===== src/rtl/synth_pkg.sv =====
// Shared definitions for the synthesizer voice path: allocator state encoding,
// default sizing and a constant-foldable clog2 helper.
package synth_pkg;

  localparam int DEF_NUM_KEYS   = 8;
  localparam int DEF_NUM_VOICES = 4;
  localparam int DEF_AGE_W      = 8;

  typedef enum logic [1:0] {
    IDLE       = 2'd0,
    STEAL_REL  = 2'd1,
    STEAL_TRIG = 2'd2
  } alloc_state_t;

  function automatic int clog2(input int n);
    int r;
    r = 0;
    for (int i = 0; i < 31; i++) begin
      if ((1 << i) < n) r = i + 1;
    end
    return r;
  endfunction

endpackage


===== src/rtl/voice_age_tracker.sv =====
// Per-voice saturating age counters; reports the oldest voice, lowest index on a tie.
module voice_age_tracker
  import synth_pkg::*;
#(
  parameter int NUM_VOICES = DEF_NUM_VOICES,
  parameter int AGE_W      = DEF_AGE_W,
  parameter int VIDX_W     = (NUM_VOICES > 1) ? clog2(NUM_VOICES) : 1
) (
  input  logic                  clk,
  input  logic                  rst_n,
  input  logic [NUM_VOICES-1:0] voice_active,
  input  logic [NUM_VOICES-1:0] clear,
  output logic [VIDX_W-1:0]     oldest
);

  logic [AGE_W-1:0] age [NUM_VOICES];

  always_ff @(posedge clk) begin
    if (!rst_n) begin
      for (int v = 0; v < NUM_VOICES; v++) age[v] <= '0;
    end else begin
      for (int v = 0; v < NUM_VOICES; v++) begin
        if (clear[v] || !voice_active[v]) begin
          age[v] <= '0;
        end else if (age[v] != '1) begin
          age[v] <= age[v] + 1'b1;
        end
      end
    end
  end

  // Strict comparison keeps the lowest index when ages tie (including saturated ones).
  always_comb begin
    logic [AGE_W-1:0] best_age;
    oldest   = '0;
    best_age = age[0];
    for (int v = 1; v < NUM_VOICES; v++) begin
      if (age[v] > best_age) begin
        best_age = age[v];
        oldest   = VIDX_W'(v);
      end
    end
  end

endmodule


===== src/rtl/voice_allocator.sv =====
// Polyphony scheduler: turns debounced key edges into voice trigger/release
// pulses, stealing the oldest voice when all voices are busy.
module voice_allocator
  import synth_pkg::*;
#(
  parameter int NUM_KEYS   = DEF_NUM_KEYS,
  parameter int NUM_VOICES = DEF_NUM_VOICES,
  parameter int KEY_W      = clog2(NUM_KEYS),
  parameter int AGE_W      = DEF_AGE_W
) (
  input  logic                        clk,
  input  logic                        rst_n,
  input  logic [NUM_KEYS-1:0]         key_level,
  output logic [NUM_VOICES-1:0]       voice_active,
  output logic [NUM_VOICES*KEY_W-1:0] voice_key,
  output logic [NUM_VOICES-1:0]       voice_trig,
  output logic [NUM_VOICES-1:0]       voice_rel,
  output logic                        busy
);

  localparam int VIDX_W = (NUM_VOICES > 1) ? clog2(NUM_VOICES) : 1;

  alloc_state_t          state;
  logic [NUM_KEYS-1:0]   key_q;
  logic [NUM_KEYS-1:0]   pending_on;
  logic [NUM_KEYS-1:0]   pending_off;
  logic [NUM_KEYS-1:0]   rise;
  logic [NUM_KEYS-1:0]   fall;
  logic [NUM_KEYS-1:0]   clr_on;
  logic [NUM_KEYS-1:0]   clr_off;
  logic [VIDX_W-1:0]     victim;
  logic [KEY_W-1:0]      steal_key;
  logic [VIDX_W-1:0]     oldest;
  logic [NUM_VOICES-1:0] age_clear;

  logic                  off_found;
  logic [KEY_W-1:0]      off_key;
  logic                  on_found;
  logic [KEY_W-1:0]      on_key;
  logic                  off_hit;
  logic [VIDX_W-1:0]     off_voice;
  logic                  on_dup;
  logic                  free_found;
  logic [VIDX_W-1:0]     free_voice;
  logic                  svc_off;
  logic                  svc_on;

  assign rise = key_level & ~key_q;
  assign fall = ~key_level & key_q;

  voice_age_tracker #(
    .NUM_VOICES (NUM_VOICES),
    .AGE_W      (AGE_W),
    .VIDX_W     (VIDX_W)
  ) u_age (
    .clk          (clk),
    .rst_n        (rst_n),
    .voice_active (voice_active),
    .clear        (age_clear),
    .oldest       (oldest)
  );

  always_comb begin
    off_found  = 1'b0;
    off_key    = '0;
    on_found   = 1'b0;
    on_key     = '0;
    off_hit    = 1'b0;
    off_voice  = '0;
    on_dup     = 1'b0;
    free_found = 1'b0;
    free_voice = '0;
    clr_on     = '0;
    clr_off    = '0;
    age_clear  = '0;

    // Descending scans so the lowest matching index is the one left standing.
    for (int k = NUM_KEYS - 1; k >= 0; k--) begin
      if (pending_off[k]) begin
        off_found = 1'b1;
        off_key   = KEY_W'(k);
      end
      if (pending_on[k]) begin
        on_found = 1'b1;
        on_key   = KEY_W'(k);
      end
    end

    for (int v = NUM_VOICES - 1; v >= 0; v--) begin
      if (voice_active[v] && voice_key[v*KEY_W +: KEY_W] == off_key) begin
        off_hit   = 1'b1;
        off_voice = VIDX_W'(v);
      end
      if (voice_active[v] && voice_key[v*KEY_W +: KEY_W] == on_key) on_dup = 1'b1;
      if (!voice_active[v]) begin
        free_found = 1'b1;
        free_voice = VIDX_W'(v);
      end
    end

    svc_off = (state == IDLE) && off_found;
    svc_on  = (state == IDLE) && !off_found && on_found;
    if (svc_off) clr_off[off_key] = 1'b1;
    if (svc_on)  clr_on[on_key]   = 1'b1;

    if (svc_on && !on_dup && free_found) age_clear[free_voice] = 1'b1;
    if (state == STEAL_TRIG)             age_clear[victim]     = 1'b1;
  end

  always_ff @(posedge clk) begin
    if (!rst_n) begin
      state        <= IDLE;
      busy         <= 1'b0;
      key_q        <= '0;
      pending_on   <= '0;
      pending_off  <= '0;
      victim       <= '0;
      steal_key    <= '0;
      voice_active <= '0;
      voice_key    <= '0;
      voice_trig   <= '0;
      voice_rel    <= '0;
    end else begin
      key_q       <= key_level;
      // A release of a press still waiting for service cancels it instead of queueing an off.
      pending_on  <= (pending_on & ~clr_on & ~fall) | rise;
      pending_off <= (pending_off & ~clr_off) | (fall & ~(pending_on & ~clr_on));
      voice_trig  <= '0;
      voice_rel   <= '0;

      case (state)
        IDLE: begin
          if (svc_off) begin
            if (off_hit) begin
              voice_active[off_voice] <= 1'b0;
              voice_rel[off_voice]    <= 1'b1;
            end
          end else if (svc_on && !on_dup) begin
            if (free_found) begin
              voice_key[free_voice*KEY_W +: KEY_W] <= on_key;
              voice_active[free_voice]             <= 1'b1;
              voice_trig[free_voice]               <= 1'b1;
            end else begin
              victim    <= oldest;
              steal_key <= on_key;
              state     <= STEAL_REL;
              busy      <= 1'b1;
            end
          end
        end
        STEAL_REL: begin
          voice_rel[victim]    <= 1'b1;
          voice_active[victim] <= 1'b0;
          state                <= STEAL_TRIG;
        end
        STEAL_TRIG: begin
          voice_key[victim*KEY_W +: KEY_W] <= steal_key;
          voice_active[victim]             <= 1'b1;
          voice_trig[victim]               <= 1'b1;
          state                            <= IDLE;
          busy                             <= 1'b0;
        end
        default: begin
          state <= IDLE;
          busy  <= 1'b0;
        end
      endcase
    end
  end

endmodule


===== config.mk =====
export PLATFORM = sky130hd
export DESIGN_NAME = voice_allocator
export DESIGN_NICKNAME = d
export VERILOG_FILES = /design/src/rtl/synth_pkg.sv /design/src/rtl/voice_age_tracker.sv /design/src/rtl/voice_allocator.sv
export SDC_FILE = /design/constraint.sdc
export NUM_CORES = 1
export LEC_CHECK = 0
export BUFFER_PORTS_ARGS = -buffer_cell sky130_fd_sc_hd__buf_2
export CORE_ASPECT_RATIO = 1.2
export CORE_MARGIN = 2
export CORE_UTILIZATION = 60
export DETAILED_ROUTE_END_ITERATION = 8
export HOLD_SLACK_MARGIN = 0.1
export PLACE_DENSITY = 0.77
export SETUP_SLACK_MARGIN = 0.02
export SLEW_MARGIN = 20
export SYNTH_ARGS = -nofsm -noshare
export SYNTH_HDL_FRONTEND = slang
export SYNTH_SLANG_ARGS = --single-unit

===== constraint.sdc =====
create_clock -name clk -period 7 [get_ports clk]
set_input_delay 0.35 -clock clk [delete_from_list [all_inputs] [get_ports clk]]
set_output_delay 0.35 -clock clk [all_outputs]
set_load 0.01 [all_outputs]

==> results of run 1 <==
[kinds of logic (layout without fill, tap and decap cells)]
logic type      after synthesis  after routing  synth area share, %
simple gates                278            278                 23.3
xor+xnor                     32             32                 4.64
fa+ha+maj                    47             47                 9.44
mux                          33             33                 5.65
compound gates              142            142                 18.1
flops                        88             88                 34.5
buf+inv                      66             95                 4.35
[layout by cell type (no fill, tap or decap), types with 5 or more instances in the layout]
| cell | instances |
|---|---|
| nor3_1 | 14 |
| clkbuf_16 | 9 |
| o21a_1 | 14 |
| edfxtp_1 | 32 |
| nand4_1 | 16 |
| buf_2 | 34 |
| mux2_2 | 9 |
| a32oi_1 | 5 |
| xor2_1 | 8 |
| inv_1 | 44 |
| nand3_1 | 38 |
| a22oi_1 | 5 |
| xnor2_1 | 24 |
| o21ai_0 | 26 |
| or3_1 | 7 |
| a211oi_1 | 5 |
| nor2_1 | 74 |
| nand2b_1 | 11 |
| nand2_1 | 64 |
| mux2i_1 | 24 |
| ha_1 | 40 |
| maj3_1 | 7 |
| a21oi_1 | 28 |
| dfxtp_1 | 56 |
| and3_1 | 13 |
| nor2b_1 | 11 |
| a21o_1 | 7 |
| o22ai_1 | 6 |
[synthesized netlist by cell type, types with 3 or more instances]
cell type and instances:
or3_1 7, xnor2_1 24, o21ai_0 26, and2_1 4, and3_1 13, a41oi_2 4, mux2i_1 24, nand3_1 38
clkbuf_1 12, o31ai_1 4, o21a_1 14, nor2_1 74, o41ai_1 4, o22ai_1 6, a32oi_1 5, edfxtp_1 32
nor2b_1 11, xor2_1 8, mux2_2 9, nand2b_1 11, o211ai_1 4, nand2_1 64, inv_1 44, ha_1 40
a22oi_1 5, a211oi_1 5, buf_1 5, o32ai_1 4, a21o_1 7, a311oi_1 4, dfxtp_1 56, nand4_1 16
nor2_2 3, a21oi_1 28, nor4_1 3, nor3_1 14, maj3_1 7
[metal layers]
layer | part of all wire, % | wire length [um] | up-vias | global-route usage, %
met5 | 0 | 0 | - | 0
met4 | 5.9 | 913 | 0 | 19.0
met3 | 4.6 | 702 | 79 | 4.10
met2 | 51 | 7880 | 216 | 52.1
met1 | 38 | 5860 | 2460 | 31.2
li1 | - | - | 2534 | -
[critical path: stages (launching register included)]
cell and delay, ps:
edfxtp_1 480, ha_1 340, nor2b_1 130, o21a_1 130, o21a_1 100, o21ai_0 60, a21o_1 180, a22oi_1 830
mux2_2 450, ha_1 180, nor2b_1 110, o21a_1 130, o21a_1 130, o21a_1 110, o21ai_0 70, a21oi_1 740
mux2_2 430, ha_1 310, nor2b_1 150, o21a_1 170, o21a_1 180, o21a_1 180, o21bai_1 140, a22oi_1 110
o311a_1 330
[per-stage QoR]
| step | utilization (%) | hold slack [ps] |
|---|---|---|
| after floorplan | - | 446 |
| after global placement | 63.4 | 458 |
| after detailed placement | 63.4 | 470 |
| after CTS | 66.5 | 233 |
| after global routing | 66.5 | 250 |
| final | 66.5 | 229 |
[power groups by stage]
stage	Combinational [mW]	Sequential [mW]	Clock (mW)
floorplan	0.252	0.576	0
global placement	0.303	0.588	0
detailed placement	0.311	0.590	0
CTS	0.314	0.579	0.516
global route	0.349	0.582	0.532
finish	0.320	0.580	0.509
[flip-flops by register name, indices dropped and copies added (netlist names), 3 cells and up]
name and count:
voice_rel 4, steal_key 3, voice_key 12, voice_active 4, pending_on 8, key_q 8
voice_trig 4, pending_off 8, u_age.age 32
[final timing paths]
kind,depth (start not counted),from,end
setup reg to reg,24,u_age.age[1][1],victim[0]
setup / recovery,24,u_age.age[1][1],victim[0]
hold / removal,3,key_level[1],key_q[1]
hold reg to reg,2,key_q[5],pending_off[5]
[final cells by class]
type | count | area share, %
clock buffer | 10 | 3.47
timing repair buffer | 35 | 2.69
multi-input combinational | 532 | 56.1
clock inverter | 6 | 1.29
sequential | 88 | 31.6
tap | 126 | 2.39
inverter | 44 | 2.50
==> impl_metrics.csv, run 1 <==
group,metric,value,unit
routing,ant_nets,0,
worst_hold_path,hold_path_class,"in -> reg",
synth,ys_warn_count,0,
sta,tightest_slew,1090,ps
synth,synth-edff-count,32,
sta,final.setup.worst_slack,716,ps
sta,rsz0062_at_grt,"no",
power_and_ir_drop,p_total,1.41,mW
finish,multi_input_area,3700,um2
cts,cts_root_buffer,"clkbuf_16",
placed_design,port_buffers,34,
sta,tns,0,ps
synth,synth.net_count,736,
finish,nets,760,
routing,routed_wirelength,15400,um
placed_design,place_area,6280,um2
routing,drt_iter0_drc,505,
finish,diodes,0,
placed_design,placed_cells,825,
die,ios,35,
power_and_ir_drop,power.internal,0.980,mW
finish,fin_cells,841,
synth,synth.ff_latch_count,88,
die,die_y,114,um
finish,drive_above_1_share,12.6,%
finish,fillCellCount,828,
global_route,grt_max_degree,39,
cts,cts_resized,0,
power_and_ir_drop,leakagePower,2.56,nW
cts,cts.repair_timing.setup_buffer_count,0,
cts,clock_sinks,88,
global_route,grt_pass1_wl,24700,um
sta,timing.final.crit_period,6280,ps
finish,register_area,2080,um2
cts,cts_tree,"done",
critical_path,crit_type,"reg -> reg",
power_and_ir_drop,switching_share,30.5,%
sta,finalHoldViolCount,0,
synth,synth_top_cell_by_area,"dfxtp_1",
finish,area_growth,9.13,%
cts,clock_latency,350,ps
die,start_util,61.0,%
die,core_area,9910,um2
sta,drv_slew,0,
routing,wl_per_cell,18.3,um
routing,drc,0,
power_and_ir_drop,p_per_area,214,nW/um2
critical_path,worstPathArrival,6520,ps
placed_design,dp_hpwl,11800,um
routing,vias,5289,
critical_path,endpoint_kind,"flop",
sta,slew_headroom,27.1,%
flow_run,drv_cap,0,
cts,clk_pin_slew,60,ps
power_and_ir_drop,p_clk_share,36.1,%
critical_path,critPathMaxFanout,10,
synth,ys_seq_area_share,34.5,%
synth,syn_inst,686,
global_route,overflow,0,
placed_design,globalplace.congestion,0.924,
global_route,grt_use_total,29.1,%
cts,max-clock-path-buffers,2,
synth,synthArstFlopShare,0,%
routing,viasPerCell,6.29,
routing,firstDrtPassIters,5,
sta,fin_crit_sh,89.8,%
synth,netlist_area,6040,um2
die,die-area,10900,um2
synth,avgSynthCellArea,8.81,um2
cts,cts_hold_buffers,0,
power_and_ir_drop,p_comb_share,22.7,%
cts,cts_inserted_buffers,9,
finish,fin_area,6590,um2
synth,synth_cell_types,75,
power_and_ir_drop,p_switching,0.430,mW
run_status,outcome,"completed",
global_route,antenna_found_initial,0,
synth,synth-main-ff-cell,"dfxtp_1",
sta,fmax,159,MHz
placed_design,dpl_worst_slack,877,ps
die,rows,40,
power_and_ir_drop,peakVddDrop,0.132,mV
sta,finClkSkew,8.76,ps
sta,final-setup-viol-count,0,
critical_path,cp-start-kind,"flop",
cts,htreeDepth,3,
die,dieWidth,95.6,um
critical_path,ff2ff_setup_slack,720,ps
critical_path,worstPathRequired,7240,ps
synth,yosys-top-cells-area,"dfxtp_1, edfxtp_1, ha_1",
synth,netlist.area_leader.share,18.6,%
power_and_ir_drop,seqPwrFrac,41.1,%
global_route,grt_pass1_vias,5151,
No activity file was read; power rests on OpenSTA's default activity.
==> run 2: changes to the inputs <==
Settings changed: CORE_UTILIZATION 60 to 45, PLACE_DENSITY 0.77 to 0.6.
==> impl_metrics.csv, run 2 (synthesized netlist as in run 1, its figures left out) <==
group,metric,value,unit
routing,wl_met3,583,um
global_route,overflow,0,
finish,final_cell_mix,"nor2_1, nand2_1, dfxtp_1",
finish,nets,761,
sta,final.setup.worst_slack,1340,ps
power_and_ir_drop,leakagePower,2.56,nW
die,rows,46,
sta,fmax,177,MHz
die,die_y,131,um
sta,rsz0062_at_grt,"no",
run_status,outcome,"completed",
global_route,antenna_found_initial,0,
sta,finalHoldViolCount,0,
routing,drc,0,
routing,drt_iter0_drc,405,
global_route,grt_pass1_vias,4939,
routing,ant_nets,0,
die,core_area,13200,um2
critical_path,worstPathRequired,7230,ps
critical_path,crit_type,"reg -> reg",
die,ios,35,
finish,area_growth,9.55,%
routing,met2_length,8360,um
global_route,grt_max_degree,33,
die,dieWidth,110,um
cts,htreeDepth,3,
critical_path,critPathMaxFanout,10,
sta,drv_slew,0,
sta,timing.final.crit_period,5660,ps
finish,diodes,0,
cts,max-clock-path-buffers,2,
routing,firstDrtPassIters,7,
routing,viasPerCell,5.87,
sta,finClkSkew,11.2,ps
die,die-area,14400,um2
worst_hold_path,hold_path_class,"in -> reg",
finish,drive_above_1_share,13.0,%
placed_design,dpl_worst_slack,1430,ps
sta,fin_crit_sh,80.9,%
finish,utilization,50.2,%
finish,largest_reg_flops,32,
routing,wl_met1,6450,um
cts,cts_inserted_buffers,9,
critical_path,worstPathArrival,5900,ps
cts,clock_latency,350,ps
routing,routed_wirelength,16000,um
sta,final-setup-viol-count,0,
cts,cts_hold_buffers,0,
power_and_ir_drop,peakVddDrop,0.148,mV
cts,clock_sinks,88,
cts,clk_pin_slew,70,ps
global_route,grt_pass1_wl,25100,um
finish,top_register,"u_age.age",
sta,tns,0,ps
cts,cts_resized,0,
flow_run,drv_cap,0,
placed_design,globalplace.congestion,0.909,
routing,vias,5186,
die,start_util,45.8,%
routing,wl_per_cell,18.1,um
critical_path,endpoint_kind,"flop",
placed_design,dp_hpwl,12400,um
sta,slew_headroom,38.0,%
finish,reg_top3,"u_age.age: 32 flops, voice_key: 12 flops",
placed_design,port_buffers,34,
cts,cts_root_buffer,"clkbuf_16",
sta,tightest_slew,929,ps
routing,route.top_layer_used,"met4",
cts,cts.repair_timing.setup_buffer_count,0,
finish,final_common_cell,"nor2_1",
critical_path,cp-start-kind,"flop",
global_route,grt_use_total,22.8,%
critical_path,ff2ff_setup_slack,1340,ps
power_and_ir_drop,p_per_area,206,nW/um2
cts,cts_tree,"done",
[run 2: changes by cell type in the layout (fill, tap and decap cells not counted), sizes merged]
cell,delta
inv,+4
bufinv,-2
clkbuf,-1
buf,+1
clkinv,-1
[run 2: final timing paths]
path,start,endpoint,cells after the start
worst max-delay path,u_age.age[1][1],victim[0],25
worst min-delay path,key_level[0],key_q[0],3
worst max register to register,u_age.age[1][1],victim[0],25
worst min register to register,key_q[7],pending_off[7],2
[run 2: layout make-up]
cell class              count  area (um2)
inverters                  44         165
repair buffers             36         185
clock buffers               9         225
clock inverters             7        53.8
flip-flops and latches     88        2080
fillers                  1244        6560
well taps                 168         210
multi-input cells         532        3700
[run 2: power by group]
part,switching (mW),leakage [nW],total [mW],internal [mW]
registers,0.0352,0.851,0.580,0.545
logic,0.197,1.57,0.321,0.124
clock network,0.219,0.137,0.464,0.245
total,0.451,2.56,1.37,0.914
[run 2: worst max-delay path: stages (launching register included)]
cell	delay [ps]
edfxtp_1	500
ha_1	340
nor2b_1	140
o21a_1	120
o21a_1	100
o21ai_0	70
a21o_1	180
a22oi_1	170
buf_4	230
mux2_2	380
ha_1	190
nor2b_1	110
o21a_1	120
o21a_1	120
o21a_1	100
o21ai_0	70
a21oi_1	750
mux2_2	420
ha_1	280
nor2b_1	130
o21a_1	160
o21a_1	160
o21a_1	160
o21bai_1	140
a22oi_1	100
o311a_1	330
[run 2: per-layer routing]
metal,vias up,GRT usage (%)
met5,-,0
met4,0,10.8
met3,37,3.97
met2,124,42.4
met1,2488,24.7
li1,2537,-
[run 2: through the flow]
step / area [um2] / power (mW) / instances / hold WS [ps]
floorplan: 6040 / 0.828 / 686 / 446
global placement: 6340 / 0.902 / 868 / 457
detailed placement: 6340 / 0.907 / 868 / 466
CTS: 6620 / 1.37 / 884 / 227
global route: 6620 / 1.43 / 884 / 244
finish: 6620 / 1.37 / 884 / 230
==> run 3: changes to the inputs <==
Settings changed: PLACE_DENSITY 0.6 to 0.62.
Clock period 7 ns to 4.87 ns, I/O delays scaled along.
==> impl_metrics.csv, run 3 (synthesized netlist as in run 1, its figures left out) <==
group,metric,value,unit
run_status,outcome,"completed",
cts,clock_sinks,88,
sta,fin_crit_sh,96.3,%
die,start_util,45.8,%
finish,final_common_cell,"nor2_1",
critical_path,cp_num_buf_inv,2,
sta,tightest_slew,670,ps
global_route,use_met3,4.02,%
routing,drc,0,
sta,tns,0,ps
power_and_ir_drop,leakagePower,2.70,nW
placed_design,port_buffers,34,
critical_path,crit_type,"reg -> reg",
global_route,antenna_found_initial,0,
routing,routed_wirelength,16100,um
critical_path,critPathMaxFanout,8,
global_route,use_met2,41.4,%
finish,largest_reg_flops,32,
cts,cts_hold_buffers,0,
finish,final_cell_mix,"nor2_1, nand2_1, dfxtp_1",
global_route,top_usage_layer,"met2",
die,die-area,14400,um2
finish,reg_top3,"u_age.age: 32 flops, voice_key: 12 flops",
sta,rsz0062_at_grt,"yes",
critical_path,worstPathRequired,5100,ps
finish,top_register,"u_age.age",
sta,finalHoldViolCount,0,
global_route,grt_max_degree,33,
critical_path,cp_slowest_stage_delay,430,ps
global_route,grt_use_total,23.0,%
cts,cts_root_buffer,"clkbuf_16",
finish,drive_above_1_share,17.1,%
cts,cts_tree,"done",
critical_path,critical-path-slowest-cell,"edfxtp_1",
die,dieWidth,110,um
finish,diodes,0,
die,core_area,13200,um2
placed_design,dp_hpwl,12300,um
sta,final.setup.worst_slack,182,ps
power_and_ir_drop,peakVddDrop,0.169,mV
sta,final-setup-viol-count,0,
finish,utilization,52.5,%
finish,fin_area,6920,um2
cts,htreeDepth,3,
die,ios,35,
routing,viasPerCell,5.76,
finish,area_growth,14.5,%
critical_path,cp-start-kind,"flop",
finish,nets,784,
critical_path,cpMostUsedCell,"o21a_1",
critical_path,endpoint_kind,"flop",
routing,vias,5228,
routing,wl_per_cell,17.8,um
global_route,grt_pass1_vias,5049,
placed_design,globalplace.congestion,0.889,
cts,max-clock-path-buffers,2,
die,die_y,131,um
cts,cts_inserted_buffers,9,
sta,finClkSkew,9.76,ps
critical_path,crit_family,"compound AO/OA/AOI/OAI gates",
cts,clock_latency,350,ps
sta,drv_slew,0,
die,rows,46,
flow_run,drv_cap,0,
global_route,grt_use_met1,26.0,%
routing,drt_iter0_drc,360,
cts,clk_pin_slew,70,ps
power_and_ir_drop,p_per_area,300,nW/um2
global_route,grt_pass1_wl,25400,um
sta,slew_headroom,55.1,%
placed_design,dpl_worst_slack,-96.8,ps
worst_hold_path,hold_path_class,"in -> reg",
global_route,overflow,0,
sta,fmax,213,MHz
placed_design,place_area,6460,um2
sta,hold_ws,125,ps
routing,firstDrtPassIters,5,
critical_path,worstPathArrival,4920,ps
sta,timing.final.crit_period,4690,ps
routing,ant_nets,0,
[run 3: cell count changes in the layout (fill, tap and decap cells not counted), moves of 2 or more]
| cell | change |
|---|---|
| o21ai_0 | -2 |
| mux2i_2 | +2 |
| a22oi_2 | +2 |
| mux2i_1 | -2 |
| ha_1 | -5 |
| clkbuf_1 | +2 |
| ha_4 | +4 |
| a22oi_1 | -2 |
| bufinv_16 | +2 |
| inv_6 | -4 |
| buf_4 | +22 |
| mux2_4 | +2 |
| mux2_2 | -2 |
[run 3: path summary, 6_finish.rpt]
kind              slack [ps]             from             end  cells past startpoint
hold / removal           130     key_level[5]        key_q[5]                      3
setup / recovery         180  u_age.age[1][1]       victim[0]                     25
hold reg to reg          470         key_q[5]  pending_off[5]                      2
setup reg to reg         180  u_age.age[1][1]       victim[0]                     25
[run 3: layout make-up]
type                            count  area, um2
Tap cell                          168        210
Inverter                           44        165
Multi-Input combinational cell    532       3780
Clock buffer                       11        233
Clock inverter                      5       81.3
Sequential cell                    88       2080
Fill cell                        1195       6260
Timing Repair Buffer               59        362
[run 3: per-layer routing]
layer / wire length, um / vias to the layer above
met4: 651 / 0
met2: 8360 / 160
met1: 6460 / 2437
li1: - / 2583
met5: 0 / -
met3: 631 / 48
[run 3: where the power goes]
part	switching, mW	internal, mW
clock network	0.297	0.450
registers	0.0470	0.783
logic	0.295	0.205
[run 3: metrics by stage]
stage / total power, mW / instances
2_1_floorplan: 1.19 / 686
3_3_place_gp: 1.30 / 883
3_5_place_dp: 1.31 / 883
4_1_cts: 2.06 / 900
5_1_grt: 2.16 / 907
6_report: 2.08 / 907
[run 3: worst register-to-register path, cell delays in order, from the launching register on]
cell	delay [ps]
edfxtp_1	430
ha_4	290
nor2b_2	120
o21a_1	120
o21a_1	110
o21ai_1	50
a21o_1	180
a22oi_2	200
buf_4	180
mux2_4	310
ha_2	170
nor2b_1	120
o21a_1	120
o21a_1	100
o21a_1	120
o21ai_2	60
a21oi_2	190
buf_6	150
mux2_2	360
ha_4	220
o21a_1	100
o21a_1	160
o21a_1	160
o21bai_1	160
a22oi_2	80
o311a_1	320
[run 3: timing repair]
item	CTS	global route
pin swaps	0	6
buffers inserted	1	7
endpoints found under the setup margin	2	2
gates resized for setup	1	15
